**config.mk**
```make
export PLATFORM = sky130hd
export DESIGN_NAME = dmem_port_arbiter
export DESIGN_NICKNAME = d
export VERILOG_FILES = /design/src/rtl/isa_pkg.sv /design/src/rtl/dmem_arb_pkg.sv /design/src/rtl/rr_picker.sv /design/src/rtl/dmem_port_arbiter.sv
export SDC_FILE = /design/constraint.sdc
export NUM_CORES = 1
export LEC_CHECK = 0
export ABC_AREA = 1
export CORE_AREA = 2 2 164 166
export DETAILED_ROUTE_END_ITERATION = 7
export DIE_AREA = 0 0 166 168
export PLACE_DENSITY_LB_ADDON = 0.2
export SYNTH_ARGS = -nofsm -noshare
export SYNTH_HDL_FRONTEND = slang
export SYNTH_HIERARCHICAL = 1
export SYNTH_SLANG_ARGS = --single-unit
```
**constraint.sdc**
```tcl
create_clock -name CLK -period 2.7 [get_ports CLK]
set_input_delay 0.54 -clock CLK [delete_from_list [all_inputs] [get_ports CLK]]
set_output_delay 0.54 -clock CLK [all_outputs]
set_load 0.03 [all_outputs]
```
**src/rtl/isa_pkg.sv**
```systemverilog
// ISA-wide base types shared by datapath and memory-side blocks.
package isa_pkg;
  localparam int WORD_W = 32;
  typedef logic [WORD_W-1:0] word_t;
endpackage

```
**src/rtl/dmem_arb_pkg.sv**
```systemverilog
// Types shared by the dcache port arbiter and its round-robin picker.
package dmem_arb_pkg;
  typedef enum logic [1:0] {
    IDLE,
    BUSY,
    DONE
  } arb_state_t;

  typedef struct packed {
    logic           ren;
    logic           wen;
    logic           atomic;
    isa_pkg::word_t addr;
    isa_pkg::word_t store;
  } req_t;
endpackage

```
**src/rtl/rr_picker.sv**
```systemverilog
// Round-robin finder: first eligible requester at or after ptr, wrapping.
// Purely combinational, no backpressure of its own.
module rr_picker #(
  parameter int N  = 4,
  parameter int IW = (N > 1) ? $clog2(N) : 1
) (
  input  logic [N-1:0]  req,
  input  logic [IW-1:0] ptr,
  input  logic [N-1:0]  mask,
  output logic [IW-1:0] gnt,
  output logic          vld
);
  logic [IW:0]   sum;
  logic [IW-1:0] idx;

  always_comb begin
    gnt = '0;
    vld = 1'b0;
    sum = '0;
    idx = '0;
    for (int i = 0; i < N; i++) begin
      sum = {1'b0, ptr} + (IW+1)'(i);
      if (sum >= (IW+1)'(N)) sum = sum - (IW+1)'(N);
      idx = sum[IW-1:0];
      if (!vld && req[idx] && mask[idx]) begin
        vld = 1'b1;
        gnt = idx;
      end
    end
  end
endmodule

```
**src/rtl/dmem_port_arbiter.sv**
```systemverilog
// N-port round-robin arbiter onto one dcache port; request held until dhit, hit pulse one cycle later.
// Latency: request -> cache cycle 1, port_dhit the cycle after dhit; losers simply wait.
// Optional reservation lock for atomics under DMEM_ARB_ATOMIC_LOCK_EN.
module dmem_port_arbiter
  import dmem_arb_pkg::*;
#(
  parameter int NPORTS       = 4,
  parameter int WORD_W       = isa_pkg::WORD_W,
  parameter int LOCK_TIMEOUT = 64
) (
  input  logic                          CLK,
  input  logic                          RST,
  input  logic [NPORTS-1:0]             port_ren,
  input  logic [NPORTS-1:0]             port_wen,
  input  logic [NPORTS-1:0]             port_atomic,
  input  logic [NPORTS-1:0]             port_halt,
  input  logic [NPORTS-1:0][WORD_W-1:0] port_addr,
  input  logic [NPORTS-1:0][WORD_W-1:0] port_store,
  output logic [NPORTS-1:0]             port_dhit,
  output logic [WORD_W-1:0]             port_load,
  output logic [NPORTS-1:0]             port_flushed,
  output logic                          dmemREN,
  output logic                          dmemWEN,
  output logic                          datomic,
  output logic [WORD_W-1:0]             dmemaddr,
  output logic [WORD_W-1:0]             dmemstore,
  output logic                          halt,
  input  logic                          dhit,
  input  logic [WORD_W-1:0]             dmemload,
  input  logic                          flushed
);
  localparam int IW = (NPORTS > 1) ? $clog2(NPORTS) : 1;

  if (NPORTS < 2 || NPORTS > 16 || LOCK_TIMEOUT < 1) begin : g_cfg_err
    $error("dmem_port_arbiter: parameter out of range");
  end

  arb_state_t        state, state_nxt;
  logic [IW-1:0]     rr_ptr, grant, pick;
  logic              pick_vld;
  logic              busy;
  req_t              lat;
  logic [NPORTS-1:0] req_any, elig;

  assign req_any = port_ren | port_wen;

  rr_picker #(.N(NPORTS), .IW(IW)) u_picker (
    .req  (req_any),
    .ptr  (rr_ptr),
    .mask (elig),
    .gnt  (pick),
    .vld  (pick_vld)
  );

  always_comb begin
    state_nxt = state;
    case (state)
      IDLE:    if (pick_vld) state_nxt = BUSY;
      BUSY:    if (dhit) state_nxt = DONE;
      default: state_nxt = IDLE;
    endcase
  end

  always_ff @(posedge CLK) begin
    if (RST) begin
      state     <= IDLE;
      rr_ptr    <= '0;
      grant     <= '0;
      lat       <= '0;
      port_dhit <= '0;
      port_load <= '0;
    end else begin
      state     <= state_nxt;
      port_dhit <= '0;
      if (state == IDLE && pick_vld) begin
        grant      <= pick;
        lat.ren    <= port_ren[pick];
        lat.wen    <= port_wen[pick];
        lat.atomic <= port_atomic[pick];
        lat.addr   <= port_addr[pick];
        lat.store  <= port_store[pick];
      end
      if (state == BUSY && dhit) begin
        port_load        <= dmemload;
        port_dhit[grant] <= 1'b1;
        rr_ptr           <= (grant == IW'(NPORTS-1)) ? '0 : grant + 1'b1;
      end
    end
  end

  // Write wins when a port raises both ren and wen.
  assign busy      = (state == BUSY);
  assign dmemREN   = busy & lat.ren & ~lat.wen;
  assign dmemWEN   = busy & lat.wen;
  assign datomic   = busy & lat.atomic;
  assign dmemaddr  = busy ? lat.addr  : '0;
  assign dmemstore = busy ? lat.store : '0;

  assign halt         = (state == IDLE) & ~(|req_any) & (&port_halt);
  assign port_flushed = {NPORTS{flushed}};

`ifdef DMEM_ARB_ATOMIC_LOCK_EN
  localparam int CW = $clog2(LOCK_TIMEOUT + 1);

  logic          lock_valid;
  logic [IW-1:0] lock_port;
  logic [CW-1:0] lock_cnt;

  assign elig = lock_valid ? ({{(NPORTS-1){1'b0}}, 1'b1} << lock_port) : {NPORTS{1'b1}};

  always_ff @(posedge CLK) begin
    if (RST) begin
      lock_valid <= 1'b0;
      lock_port  <= '0;
      lock_cnt   <= '0;
    end else begin
      // Timeout only runs over consecutive idle cycles where the owner stays quiet.
      if (state == IDLE && lock_valid && !req_any[lock_port]) begin
        if (lock_cnt == CW'(LOCK_TIMEOUT - 1)) begin
          lock_valid <= 1'b0;
          lock_cnt   <= '0;
        end else begin
          lock_cnt <= lock_cnt + 1'b1;
        end
      end else begin
        lock_cnt <= '0;
      end
      if (state == IDLE && pick_vld && port_ren[pick] && !port_wen[pick] && port_atomic[pick]) begin
        lock_valid <= 1'b1;
        lock_port  <= pick;
      end
      if (state == BUSY && dhit && (lat.wen || !lat.atomic)) lock_valid <= 1'b0;
    end
  end
`else
  assign elig = {NPORTS{1'b1}};
`endif
endmodule

```
==> impl_metrics.tcl <==
set metrics [dict create \
    status "completed" \
    grt.overflow.total 0 \
    cts_tree "yes" \
    rsz0062_at_grt "no" \
    drt_iter0_drc 608 \
    synth_flop_cell "dfxtp_1" \
    ys_top_cells_by_area "dfxtp_1 (31%), nand2_1 (25%), nand3_1 (11%)" \
    ir_drop_v 0.000376 \
    grt_pass1_vias 8403 \
    cp_cell_sequence "nand2_2, buf_12, nor2_1, clkdlybuf4s50_1" \
    dpl_cell_area_sq_um 11800 \
    hold_violations 0 \
    clock-root-buffer "clkbuf_16" \
    synthToLayoutAreaGrowth_pct 72.9 \
    final_area_sq_um 12200 \
    cap_violations 0 \
    drt_wl_total_mm 30.2 \
    cts_max_level 3 \
    cp_num_buf_inv 2 \
    dp_hpwl_mm 22.6 \
    crit_family "buffers and inverters" \
    drive_gt1_share_pct 5.68 \
    finalSetupViolCount 0 \
    yosys.area.top_type "dfxtp_1" \
    track_usage_pct 21.0 \
    fin_cells 1978 \
    leakage_nw 5.67 \
    clk_latency_ps 360 \
    clk_path_buf_depth 2 \
    critical_path_required_ps 2160 \
    max_freq_mhz 396 \
    yosysMostFrequentCell "nand2_1" \
    synthesis.area_sq_um 7030 \
    start_util_pct 26.7 \
    arrival_ps 1980 \
    finClkSkew_ps 13.1 \
    synth.distinct_cells 28 \
    chipWidth_um 166 \
    r2r_slack_ps 360 \
    finalMaxSlewViolations 0 \
    cts.clk_slew.worst_paths_ps 70 \
    viasPerCell 4.50 \
    ios 416 \
    min_period_ps 2520 \
    slowest_stage "clkdlybuf4s50_1" \
    gp_congestion 0.855 \
    async_flop_share_pct 0 \
    post_synth.cell_area_avg_sq_um 5.68 \
    final_util_pct 46.1 \
    ys_ff_latch 109 \
    ys_seq_area_share_pct 31.0 \
    synth_top_area_share_pct 31.0 \
    yosys_warnings 6 \
    worstSetupPathType "register to output port" \
    numCtsBuffers 9 \
    postCtsSetupRepairBufs 0 \
    row_count 60 \
    nFillCells 2686 \
    drtAntennaViolNets 0 \
    min_path_type "register to register" \
    firstDrtPassIters 5 \
    dieHeight_um 168 \
    fin_hold_ws_ps 497 \
    dp.cells 1961 \
    wl_per_cell_um 15.3 \
    period_share_pct 93.4 \
    grt_pass1_wl_mm 47.0 \
    fin_setup_tns_ps 0 \
    fin_nets 1943 \
    slowest_delay_ps 720 \
    critPathMaxFanout 40 \
    numClockSinks 109 \
    cp-start-kind "register" \
    syn-instance-count 1238 \
    drcViolationCount 0 \
    port_buffers 410 \
    synth_edf_count 0 \
    antenna_found_initial 1 \
    dieArea_sq_um 27900 \
    core_sq_um 26400 \
    power.density_nw_per_um2 904 \
    ys_top_cells_by_count "nand2_1 (476), nand3_1 (149), nor2_1 (138), inv_1 (135), dfxtp_1 (109)" \
    critPathCaptureType "output port" \
    vias 8901 \
    grt_start_max_net_pins 43 \
]
==> placed cells by master, fill, tap and decap left out, drive strengths merged, types with 3 or more instances in the layout <==
cell / count
a21oi: 77
buf: 54
clkbuf: 9
clkdlybuf4s50: 409
clkinv: 3
conb: 6
dfxtp: 109
ha: 4
inv: 143
nand2: 483
nand3: 153
nand4: 3
nor2: 141
o21ai: 37
==> sequential cells by signal (all words and copies together) (netlist names) <==
name       flops
rr_ptr         2
state          2
port_load     32
port_dhit      4
grant          2
lat           67
==> per-layer routing <==
layer  vias up  global-route usage [%]  wire length [um]
met2       326                    35.9             14500
met5         -                       0                 0
met3        29                    5.57              2300
met4         0                    4.73               493
met1      3977                    26.6             12900
li1       4569                       -                 -
==> worst reg2reg max path, cell delays in order (launching register included) <==
cell	delay, ps
dfxtp_1	580
nand3_1	190
nand2_2	120
nand2_1	60
o21ai_1	140
inv_1	130
nand3_4	120
a21oi_4	80
buf_12	140
inv_4	110
buf_12	210
nand2_1	140
nand3_1	90
nand2_1	50
a21oi_1	120
==> stage by stage <==
step                total power, mW  setup WS [ps]
floorplan                      6.78            558
detailed placement             9.60           -157
global placement               9.55           -144
global route                   12.0           12.5
CTS                            11.1           54.1
finish                         11.0            178
==> area by class of cell <==
class                      instances  area (sq um)  area share, %
timing repair buffer             464          4820           39.6
sequential                       109          2180           17.9
clock buffer                       9           225           1.85
tap                              341           427           3.51
antenna                            1          2.50         0.0206
clock inverter                     7          90.1          0.741
multi-input combinational        907          3880           31.9
inverter                         140           533           4.38
==> report_power, final <==
group	leakage, nW	switching, mW	internal (mW)
sequential	0.902	0.172	2.17
clock	0.156	0.697	0.746
combinational	4.61	4.26	2.94
==> kinds of logic after synthesis <==
family	Yosys count	synth area share, %
AOI/OAI and AO/OA	115	8.28
adders and majority gates	4	0.712
buffers and inverters	227	14.4
DFF	109	31.0
other	1	0.0533
and+or+nand+nor	782	45.5
==> what timing repair did <==
action | 4_1_cts | 5_1_grt
endpoints found under the setup margin | 0 | 3
hold buffers | 0 | 0
gates resized for setup | 0 | 4
==> final timing paths <==
| path | startpoint | to | cells after the start |
|---|---|---|---|
| max reg2reg | rr_ptr[0]$_SDFFE_PP0P_ | lat[18]$_SDFFE_PP0P_ | 14 |
| min | port_load[13]$_SDFFE_PP0P_ | port_load[13]$_SDFFE_PP0P_ | 2 |
| min reg2reg | port_load[13]$_SDFFE_PP0P_ | port_load[13]$_SDFFE_PP0P_ | 2 |
| max | state[0]$_SDFFE_PP0P_ | dmemstore[22] | 4 |
Power figures use the tool's default switching activity.
